--- src/rtl/updown_pkg.sv ---
// Shared constants and next-count arithmetic for the
// parametrised up/down counter.
package updown_pkg;

  localparam logic DIR_UP   = 1'b1;
  localparam logic DIR_DOWN = 1'b0;

  localparam int MODE_WRAP = 0;
  localparam int MODE_SAT  = 1;

  // Returns {next[31:0], crossed, hit}; 33-bit math avoids overflow.
  function automatic logic [33:0] next_count(
    input logic [31:0] count,
    input logic [31:0] step,
    input logic        dir,
    input logic [31:0] max_val,
    input logic        sat
  );
    logic [32:0] c;
    logic [32:0] s;
    logic [32:0] m;
    logic [32:0] sum;
    logic [31:0] nxt;
    logic        crossed;
    logic        hit;
    c       = {1'b0, count};
    s       = {1'b0, step};
    m       = {1'b0, max_val};
    sum     = c + s;
    nxt     = count;
    crossed = 1'b0;
    hit     = 1'b0;
    if (step != '0) begin
      if (dir == DIR_UP) begin
        if (sum > m) begin
          crossed = 1'b1;
          nxt = sat ? max_val : 32'(sum - m - 33'd1);
        end else begin
          nxt = 32'(sum);
          hit = (sum == m);
        end
      end else begin
        if (s <= c) begin
          nxt = 32'(c - s);
          hit = (c == s);
        end else begin
          crossed = 1'b1;
          nxt = sat ? '0 : 32'(c + m + 33'd1 - s);
        end
      end
    end
    return {nxt, crossed, hit};
  endfunction

endpackage

--- src/rtl/updown_step_calc.sv ---
// Combinational next-value and boundary detection
// for updown_counter_param.
module updown_step_calc
  import updown_pkg::*;
#(
  parameter int               WIDTH    = 8,
  parameter int               STEP_W   = 4,
  parameter logic [WIDTH-1:0] MAX_VAL  = '1,
  parameter int               SATURATE = 0
) (
  input  logic [WIDTH-1:0]  count,
  input  logic [STEP_W-1:0] step,
  input  logic              up_down,
  output logic [WIDTH-1:0]  nxt,
  output logic              crossed,
  output logic              hit
);

  logic [33:0] res;
  logic        unused_res;

  always_comb begin
    res = next_count(32'(count), 32'(step), up_down,
                     32'(MAX_VAL), SATURATE == MODE_SAT);
  end

  assign nxt        = res[WIDTH+1:2];
  assign crossed    = res[1];
  assign hit        = res[0];
  assign unused_res = ^res;

endmodule

--- src/rtl/updown_counter_param.sv ---
// Parametrised up/down counter: wrap or saturate, variable
// step, load/clear, boundary pulse and sticky ovf/unf flags.
module updown_counter_param
  import updown_pkg::*;
#(
  parameter int               WIDTH    = 8,
  parameter logic [WIDTH-1:0] MAX_VAL  = '1,
  parameter int               STEP_W   = 4,
  parameter int               SATURATE = 0
) (
  input  logic              clk,
  input  logic              reset_n,
  input  logic              clear,
  input  logic              load,
  input  logic [WIDTH-1:0]  load_val,
  input  logic              en,
  input  logic              up_down,
  input  logic [STEP_W-1:0] step,
  input  logic              clr_flags,
  output logic [WIDTH-1:0]  count,
  output logic              bnd_evt,
  output logic              ovf,
  output logic              unf,
  output logic              at_max,
  output logic              at_min
);

  logic [WIDTH-1:0] nxt;
  logic [WIDTH-1:0] load_clamp;
  logic             crossed;
  logic             hit;
  logic             sel_clr;
  logic             sel_ld;
  logic             sel_cnt;

  updown_step_calc #(
    .WIDTH    (WIDTH),
    .STEP_W   (STEP_W),
    .MAX_VAL  (MAX_VAL),
    .SATURATE (SATURATE)
  ) u_calc (
    .count   (count),
    .step    (step),
    .up_down (up_down),
    .nxt     (nxt),
    .crossed (crossed),
    .hit     (hit)
  );

  // One-hot action select: clear > load > en.
  assign sel_clr = clear;
  assign sel_ld  = load & ~clear;
  assign sel_cnt = en & ~clear & ~load;

  assign load_clamp = (load_val > MAX_VAL) ? MAX_VAL : load_val;

  always_ff @(posedge clk or negedge reset_n) begin
    if (!reset_n) begin
      count   <= '0;
      bnd_evt <= 1'b0;
      ovf     <= 1'b0;
      unf     <= 1'b0;
    end else begin
      unique case (1'b1)
        sel_clr: begin
          count   <= '0;
          bnd_evt <= 1'b0;
        end
        sel_ld: begin
          count   <= load_clamp;
          bnd_evt <= 1'b0;
        end
        sel_cnt: begin
          count   <= nxt;
          bnd_evt <= crossed | hit;
        end
        default: bnd_evt <= 1'b0;
      endcase
      // Setting on the same edge wins over clr_flags.
      ovf <= (ovf & ~clr_flags)
           | (sel_cnt & up_down & crossed);
      unf <= (unf & ~clr_flags)
           | (sel_cnt & ~up_down & crossed);
    end
  end

  assign at_max = (count == MAX_VAL);
  assign at_min = (count == '0);

endmodule
--- config.mk ---
export PLATFORM = sky130hd
export DESIGN_NAME = updown_counter_param
export DESIGN_NICKNAME = d
export VERILOG_FILES = /design/src/rtl/updown_pkg.sv /design/src/rtl/updown_step_calc.sv /design/src/rtl/updown_counter_param.sv
export SDC_FILE = /design/constraint.sdc
export NUM_CORES = 1
export LEC_CHECK = 0
export CORE_ASPECT_RATIO = 1.75
export CORE_MARGIN = 2
export CORE_UTILIZATION = 52
export DETAILED_ROUTE_END_ITERATION = 8
export PLACE_DENSITY = 0.83
export SETUP_SLACK_MARGIN = 0.3
export SLEW_MARGIN = 20
export SYNTH_ARGS = -nofsm -noshare
export SYNTH_HDL_FRONTEND = slang
export SYNTH_SLANG_ARGS = --single-unit
--- constraint.sdc ---
create_clock -name clk -period 4.03 [get_ports clk]
set_input_delay 0.806 -clock clk [delete_from_list [all_inputs] [get_ports clk]]
set_output_delay 0.806 -clock clk [all_outputs]
set_load 0.01 [all_outputs]
==> results of run 1 <==
==> cell usage after synthesis (all sizes together), types with 5 or more instances <==
cell type / n
nand2: 12
o21ai: 8
nor2: 14
inv: 13
dfrtp: 11
a21oi: 9
a221oi: 5
ha: 8
==> layer usage <==
layer / share of wire, % / vias up
li1: - / 583
met1: 32 / 611
met2: 53 / 71
met3: 6.3 / 31
met4: 7.9 / 0
met5: 0 / -
==> worst max-delay path by stage <==
stage,start,depth (start not counted),slack (ps),end
2_1_floorplan,step[0],8,1470,count[4]
3_3_place_gp,step[0],9,850,count[4]
3_5_place_dp,step[0],9,780,count[4]
4_1_cts,step[0],9,1020,count[4]
5_1_grt,step[0],9,900,count[6]
6_report,step[0],9,1010,count[4]
==> power groups by stage <==
stage               clock, mW  sequential, mW  combinational, mW
detailed placement          0           0.140              0.178
global route            0.119           0.141              0.198
global placement            0           0.139              0.172
CTS                     0.112           0.138              0.180
floorplan                   0           0.135              0.118
finish                  0.111           0.139              0.183
==> state kept, by name, summed over array words and instances (netlist names) <==
| signal | flops |
|---|---|
| bnd_evt | 1 |
| count | 8 |
| ovf | 1 |
| unf | 1 |
==> area by class of cell <==
type	instances	area [um^2]	share of cell area, %
Clock buffer	4	45.0	2.94
Sequential cell	11	275	18.0
Inverter	13	48.8	3.19
Tap cell	25	31.3	2.04
Timing Repair Buffer	31	310	20.3
Multi-Input combinational cell	112	821	53.6
==> critical path: cells and delay by family <==
kind                     cells  cell delay [ps]
AO/OA/AOI/OAI                3              740
XOR/XNOR                     1              150
adder cells (fa/ha/maj)      2              610
buffers and inverters        2              610
AND/OR/NAND/NOR              1              250
==> cell families (layout without fill, tap and decap cells) <==
logic type	after synthesis	after routing	share of synthesized area [%]
AND/OR/NAND/NOR	55	55	25.7
AO/OA/AOI/OAI	40	40	25.1
buffers and inverters	20	48	9.78
flip-flops	11	11	22.7
adder cells (fa/ha/maj)	10	10	11.5
XOR/XNOR	6	6	4.33
multiplexers	1	1	0.824
==> metrics by stage <==
| stage | cell area (um^2) | hold slack (ps) |
|---|---|---|
| finish | 1530 | 538 |
| global placement | 1490 | 513 |
| detailed placement | 1490 | 538 |
| CTS | 1530 | 545 |
| floorplan | 1210 | 510 |
| global route | 1530 | 565 |
==> flow_summary_export.csv, run 1 <==
group,metric,value,unit
placed_design,io_buffers,31,
worst_hold_path,whs_path_depth,2,
cts,clock-sinks,11,
cts,clk_path_buf_depth,2,
global_routing,grt.busiest_layer,"met2",
run,maxCapViolCount,0,
critical_path,cp-end-kind,"register",
critical_path,r2r_start,"count[0]",
final_layout,final_util,68.2,%
pwr,intPower,0.277,mW
sta,maxSlewHeadroom,51.7,%
critical_path,startpoint_type,"primary input",
synthesis,synth_top_area_cell,"dfrtp_1",
pwr,power_density,283,nW/um^2
global_routing,grt_use_met1,29.9,%
critical_path,path_cells,"clkdlybuf4s50_1, ha_1, inv_1, fa_1, or2_4, a22o_1, xnor2_1, a221o_1, a22o_1",
detailed_routing,drt-total-wl,3.67,mm
global_routing,overflow,0,
critical_path,rr_worst_depth,8,
cts,cts.clk_slew.worst_paths,50,ps
synthesis,ys_seq_area_share,22.7,%
global_routing,grt_pass1_vias,1313,
placed_design,place.gp.congestion,0.977,
detailed_routing,antenna_left,0,
cts,cts_made_buffers,3,
synthesis,netlist_top_cells_area,"dfrtp_1 23%, ha_1 8.2%, inv_1 4.0%",
synthesis,synthesis.instances,143,
final_layout,fillers,217,
floorplanning,die_x,40.5,um
final_layout,area_delta_synth_final,26.1,%
sta,slew_viol_final,0,
floorplanning,dieArea,2750,um^2
final_layout,final_common_cell,"clkdlybuf4s50_1",
placed_design,dp_cells,192,
critical_path,rrSetupSlack,1650,ps
sta,setup_viol,0,
synthesis,yosysUniqueCellTypes,48,
placed_design,dp_hpwl,2.92,mm
pwr,power_switching_share,36.0,%
detailed_routing,routedWlPerCell,18.7,um
worst_hold_path,min_to,"ovf",
critical_path,cpMaxStageDelayCell,"clkdlybuf4s50_1",
placed_design,pre_cts_ws,778,ps
sta,period_needed,3020,ps
synthesis,ys_warn_count,0,
global_routing,met2_usage,53.6,%
outcome,status,"complete, no violations",
sta,worst_slack,1010,ps
final_layout,final_cell_mix,"31 x clkdlybuf4s50_1, 13 x inv_1, 13 x nor2_1, 12 x nand2_1, 11 x dfrtp_1",
pwr,p_leak,0.597,nW
worst_hold_path,hold_start,"ovf",
floorplanning,initial_core_util,54.1,%
cts,htree_levels,1,
critical_path,crit_type,"in -> reg",
critical_path,worstPathMaxFanout,4,
global_routing,grt_max_degree,12,
synthesis,synth_top_area_share,22.7,%
global_routing,groute.layer.met3.usage,7.47,%
critical_path,worstPathRequired,4160,ps
sta,finalHoldViolCount,0,
pwr,finalPower,0.433,mW
cts,clk_latency,240,ps
pwr,ir_worst_vdd,0.204,mV
sta,worst_pin_slew,722,ps
detailed_routing,drt_iter0_drc,61,
final_layout,layout.nets,201,
pwr,clockPowerShare,25.7,%
pwr,switchingPower,0.156,mW
synthesis,syn-num-nets,172,
floorplanning,core_area,2240,um^2
sta,finalSetupTns,0,ps
sta,rsz0062_at_grt,"no",
final_layout,layout-drive-gt1-share,8.77,%
detailed_routing,first_pass_iters,4,
cts,cts_hold_repair.buffers,0,
synthesis,synth_edf_count,0,
detailed_routing,route.detailed.drc,0,
floorplanning,fp-row-count,23,
critical_path,critPathArrivalTime,3150,ps
final_layout,fin_cells,196,
floorplanning,die_h,67.9,um
cts,ctsResizeCount,0,
global_routing,grt_usage,31.3,%
cts,root_buffer,"clkbuf_8",
synthesis,synth-seq-cells,11,
critical_path,rr_endpoint,"count[4]",
final_layout,num_antenna_cells,0,
global_routing,antenna_found_initial,0,
cts,cts_tree,"built",
worst_hold_path,hp-class,"reg -> reg",
synthesis,async_reset_ff_share,100,%
synthesis,syn-cell-area,1210,um^2
synthesis,ys.flop_type,"dfrtp_1",
pwr,power_frac_comb,42.2,%
sta,final.setup_skew,1.60,ps
critical_path,cpMostUsedCell,"a22o_1",
floorplanning,num_io_pins,32,
detailed_routing,routed_via_density,6.61,
synthesis,syn_area_per_cell,8.50,um^2
detailed_routing,routed-via-count,1296,
global_routing,grt_pass1_wl,5.80,mm
pwr,seqPwrFrac,32.1,%
cts,post_cts_buffers,0,
sta,fin_crit_sh,75.1,%
sta,timing.fmax,0.331,GHz
critical_path,critPathMaxStageDelay,550,ps
(Power assumes the default switching activity.)
==> run 2: changes to the inputs <==
--- a/config.mk
+++ b/config.mk
@@ -7,9 +7,9 @@
 export LEC_CHECK = 0
 export CORE_ASPECT_RATIO = 1.75
 export CORE_MARGIN = 2
-export CORE_UTILIZATION = 52
+export CORE_UTILIZATION = 44
 export DETAILED_ROUTE_END_ITERATION = 8
-export PLACE_DENSITY = 0.83
+export PLACE_DENSITY = 0.74
 export SETUP_SLACK_MARGIN = 0.3
 export SLEW_MARGIN = 20
 export SYNTH_ARGS = -nofsm -noshare
==> constraint.sdc (replaced) <==
create_clock -name clk -period 2.6 [get_ports clk]
set_input_delay 0.52 -clock clk [delete_from_list [all_inputs] [get_ports clk]]
set_output_delay 0.52 -clock clk [all_outputs]
set_load 0.01 [all_outputs]
==> flow_summary_export.csv, run 2 (synthesis results as in run 1) <==
group,metric,value,unit
sta,rsz0062_at_grt,"yes",
global_routing,grt_use_met1,26.5,%
cts,cts_tree,"built",
sta,fin_crit_sh,87.0,%
cts,clock-sinks,11,
sta,final.setup_skew,0.663,ps
critical_path,startpoint,"count[0]",
final_layout,fillers,227,
sta,worst_slack,339,ps
sta,slew_viol_final,0,
detailed_routing,routedWlPerCell,18.9,um
outcome,status,"complete, no violations",
critical_path,worstPathMaxFanout,4,
final_layout,layout-drive-gt1-share,28.9,%
cts,clk_path_buf_depth,2,
global_routing,grt.busiest_layer,"met2",
cts,cts_made_buffers,3,
floorplanning,core_area,2660,um^2
detailed_routing,route.detailed.drc,0,
cts,htree_levels,1,
critical_path,r2r_start,"count[0]",
global_routing,grt_max_degree,12,
placed_design,io_buffers,31,
global_routing,antenna_found_initial,0,
final_layout,final_common_cell,"clkdlybuf4s50_1",
floorplanning,fp-row-count,25,
detailed_routing,antenna_left,0,
cts,clk_latency,240,ps
sta,setup_viol,0,
floorplanning,die_x,43.7,um
global_routing,grt_usage,27.6,%
worst_hold_path,hp-class,"reg -> reg",
sta,timing.fmax,0.442,GHz
run,maxCapViolCount,0,
final_layout,area_delta_synth_final,47.1,%
global_routing,grt_pass1_vias,1485,
placed_design,dp_hpwl,3.26,mm
pwr,p_leak,0.737,nW
detailed_routing,routed-via-count,1385,
critical_path,critPathArrivalTime,2380,ps
final_layout,regArea,277,um^2
cts,cts.clk_slew.worst_paths,50,ps
detailed_routing,first_pass_iters,4,
floorplanning,initial_core_util,45.7,%
critical_path,startpoint_type,"register",
pwr,finalPower,0.743,mW
final_layout,num_antenna_cells,0,
global_routing,groute.layer.met3.usage,5.16,%
sta,period_needed,2260,ps
detailed_routing,routed_via_density,6.27,
critical_path,worstPathRequired,2720,ps
final_layout,layout.nets,224,
sta,worst_pin_slew,627,ps
placed_design,place.gp.congestion,1.00,
pwr,ir_worst_vdd,0.294,mV
pwr,power_density,416,nW/um^2
worst_hold_path,hold_start,"unf",
global_routing,overflow,0,
cts,cts_hold_repair.buffers,0,
global_routing,met2_usage,49.3,%
detailed_routing,drt_iter0_drc,60,
final_layout,largest_reg_flops,8,
global_routing,grt_pass1_wl,6.60,mm
floorplanning,num_io_pins,32,
floorplanning,die_h,73.5,um
critical_path,cp-end-kind,"register",
critical_path,crit_type,"reg -> reg",
sta,finalHoldViolCount,0,
cts,root_buffer,"clkbuf_8",
sta,holdWs,536,ps
placed_design,pre_cts_ws,-257,ps
sta,maxSlewHeadroom,57.8,%
final_layout,multi_input_area,905,um^2
final_layout,final_cell_mix,"27 x clkdlybuf4s50_1, 23 x buf_4, 13 x nor2_1, 12 x nand2_1, 10 x dfrtp_1",
floorplanning,dieArea,3210,um^2
final_layout,top_register,"count",
detailed_routing,drt-total-wl,4.17,mm
-- run 2: cell types whose count changed in the layout (fill, tap and decap cells not counted), moves of 2 or more --
cell / change
inv_1: -4
clkdlybuf4s50_1: -4
ha_1: -3
a21oi_1: -2
ha_4: +2
a21oi_2: +2
buf_4: +23
inv_2: +4
dlygate4sd2_1: +2
-- run 2: through the flow --
stage / std cells / util [%] / setup TNS (ps) / instance area, um^2
after global routing: 221 / 67.2 / 0 / 1790
after CTS: 219 / 65.3 / 0 / 1740
after global placement: 213 / 61.4 / -580 / 1630
after floorplan: 143 / - / 0 / 1210
final: 221 / 67.2 / 0 / 1790
after detailed placement: 213 / 61.4 / -876 / 1630
-- run 2: power by group --
group	total (mW)	switching, mW	internal [mW]
clock network	0.170	0.0627	0.108
registers	0.214	0.0290	0.185
logic	0.358	0.176	0.182
total	0.743	0.268	0.475
-- run 2: routing by layer --
layer | up-vias | part of all wire, %
met3 | 27 | 5.7
met5 | - | 0
met2 | 81 | 52
met4 | 0 | 8.9
li1 | 630 | -
met1 | 647 | 33
-- run 2: worst paths after layout --
kind                       slack (ps)  cells past startpoint        to
min                               540                      2       unf
min in group asynchronous         610                      1  count[5]
max in group asynchronous        1640                      1  count[4]
max                               340                      8  count[4]
min reg2reg                       540                      2       unf
max reg2reg                       340                      8  count[4]
-- run 2: cell type report --
class / count / area share, %
Inverter: 13 / 2.73
Sequential cell: 11 / 15.5
Multi-Input combinational cell: 112 / 50.6
Tap cell: 27 / 1.89
Clock buffer: 4 / 2.52
Timing Repair Buffer: 54 / 26.8
-- run 2: what timing repair did --
action                     4_1_cts  5_1_grt
pin swaps                        5        2
buffers inserted                 2        2
resized for setup               13       13
setup endpoints to repair       10        7
-- run 2: critical path: stages, from the launching register on --
cell	delay [ps]
dfrtp_1	410
ha_2	220
inv_2	40
fa_2	390
or2_4	240
a22o_1	220
xnor2_2	150
a221o_1	310
a22o_1	180
==> run 3: changes to the inputs <==
--- a/config.mk
+++ b/config.mk
@@ -7,11 +7,11 @@
 export LEC_CHECK = 0
 export CORE_ASPECT_RATIO = 1.75
 export CORE_MARGIN = 2
-export CORE_UTILIZATION = 44
+export CORE_UTILIZATION = 36
 export DETAILED_ROUTE_END_ITERATION = 8
-export PLACE_DENSITY = 0.74
+export PLACE_DENSITY = 0.63
 export SETUP_SLACK_MARGIN = 0.3
-export SLEW_MARGIN = 20
+export SLEW_MARGIN = 5
 export SYNTH_ARGS = -nofsm -noshare
 export SYNTH_HDL_FRONTEND = slang
 export SYNTH_SLANG_ARGS = --single-unit
==> flow_summary_export.csv, run 3 (synthesis results as in run 1) <==
group,metric,value,unit
final_layout,largest_reg_flops,8,
sta,maxSlewHeadroom,68.0,%
sta,finalHoldViolCount,0,
pwr,ir_worst_vdd,0.361,mV
cts,cts.clk_slew.worst_paths,50,ps
cts,cts_made_buffers,3,
sta,setup_viol,0,
floorplanning,fp-row-count,27,
detailed_routing,drt_iter0_drc,40,
detailed_routing,drt-total-wl,3.83,mm
critical_path,cp_top_family,"compound AO/OA/AOI/OAI gates",
critical_path,rrSetupSlack,400,ps
critical_path,crit_buf_inv,3,
final_layout,fillers,317,
floorplanning,initial_core_util,38.3,%
cts,cts_hold_repair.buffers,0,
global_routing,antenna_found_initial,0,
cts,clk_path_buf_depth,2,
critical_path,worstPathRequired,2720,ps
detailed_routing,routedWlPerCell,16.5,um
global_routing,groute.layer.met3.usage,2.89,%
placed_design,io_buffers,31,
sta,worst_pin_slew,478,ps
global_routing,grt_use_met1,26.1,%
critical_path,critPathArrivalTime,2340,ps
critical_path,r2r_start,"count[0]",
global_routing,grt_pass1_wl,6.22,mm
final_layout,num_antenna_cells,0,
critical_path,startpoint,"step[3]",
global_routing,overflow,0,
critical_path,cp-end-kind,"register",
floorplanning,num_io_pins,32,
final_layout,regArea,282,um^2
critical_path,worstPathMaxFanout,5,
pwr,p_leak,0.700,nW
floorplanning,core_area,3180,um^2
detailed_routing,routed_via_density,5.66,
cts,clock-sinks,11,
worst_hold_path,hp-class,"reg -> reg",
sta,rsz0062_at_grt,"no",
cts,cts_tree,"built",
placed_design,place.gp.congestion,0.889,
run,maxCapViolCount,0,
pwr,power_density,414,nW/um^2
final_layout,multi_input_area,888,um^2
critical_path,endpoint,"count[4]",
outcome,status,"complete, no violations",
global_routing,grt_usage,22.3,%
sta,period_needed,2230,ps
floorplanning,die_x,47.9,um
global_routing,grt_max_degree,12,
sta,fin_crit_sh,85.6,%
final_layout,area_delta_synth_final,44.7,%
global_routing,grt_pass1_vias,1322,
detailed_routing,routed-via-count,1314,
sta,timing.fmax,0.449,GHz
final_layout,final_cell_mix,"27 x clkdlybuf4s50_1, 18 x buf_4, 13 x nor2_1, 12 x nand2_1, 10 x inv_1",
detailed_routing,first_pass_iters,4,
final_layout,layout.nets,219,
critical_path,critPathMaxStageDelay,480,ps
floorplanning,die_h,80.9,um
final_layout,fin_cells,232,
pwr,finalPower,0.728,mW
cts,htree_levels,1,
sta,slew_viol_final,0,
critical_path,path_cells,"clkdlybuf4s50_1, buf_4, ha_1, inv_1, a22o_4, xnor2_2, a221o_1, a22o_1",
detailed_routing,antenna_left,0,
critical_path,crit_type,"in -> reg",
cts,clk_latency,230,ps
sta,final.setup_skew,2.51,ps
final_layout,layout-drive-gt1-share,27.5,%
global_routing,met2_usage,36.1,%
critical_path,startpoint_type,"primary input",
final_layout,final_common_cell,"clkdlybuf4s50_1",
placed_design,dp_hpwl,3.09,mm
detailed_routing,route.detailed.drc,0,
critical_path,cp_num_cells,8,
placed_design,dp_cells,226,
critical_path,cpMaxStageDelayCell,"clkdlybuf4s50_1",
critical_path,rr_endpoint,"count[4]",
cts,root_buffer,"clkbuf_8",
final_layout,top_register,"count",
floorplanning,dieArea,3870,um^2
critical_path,rr_worst_depth,8,
global_routing,grt.busiest_layer,"met2",
## run 3: cell types whose count changed in the layout (fill, tap and decap cells not counted), moves of 2 or more
cell,before,now
buf_4,23,18
o311ai_1,0,2
dfrtp_2,1,5
o311ai_0,2,0
dfrtp_1,10,6
## run 3: area by class of cell
cell class              count  area share, %
clock buffers               4           2.56
inverters                  13           2.78
multi-input cells         112           50.5
flip-flops and latches     11           16.0
well taps                  43           3.06
repair buffers             49           25.1
## run 3: worst min-delay path by stage
stage	start	endpoint	slack [ps]	depth (start not counted)
after floorplan	reset_n	bnd_evt	220	0
after CTS	unf	unf	550	2
final	unf	unf	540	2
after global placement	unf	unf	520	2
after detailed placement	unf	unf	540	2
after global routing	ovf	ovf	590	2
## run 3: timing repair
item / CTS / global route
setup buffers: 1 / 1
resized for setup: 15 / 14
endpoints found under the setup margin: 9 / 5
pin swaps: 5 / 4
gates cloned: 0 / 0
## run 3: tightest hold or removal path, stage by stage, from the launching register on
cell     delay (ps)
dfrtp_1         380
inv_1            50
o21ai_0          60
## run 3: metal layers
layer,up-vias,wire (um)
li1,615,-
met1,602,1370
met2,74,1970
met3,23,202
met4,0,289
met5,-,0
## run 3: power by group
part           internal (mW)  switching, mW  total [mW]
Combinational          0.178          0.167       0.344
Clock                  0.107         0.0591       0.166
Sequential             0.187         0.0304       0.217
## run 3: metrics by stage
stage          worst slack [ps]  util, %  hold WS, ps  instance area [um^2]  setup TNS (ps)
3_3_place_gp               -228     51.3          515                  1630            -631
4_1_cts                     287     54.2          550                  1720               0
2_1_floorplan               330        -          224                  1210               0
5_1_grt                     301     55.4          589                  1760               0
6_report                    374     55.4          543                  1760               0
3_5_place_dp               -263     51.3          545                  1630            -931
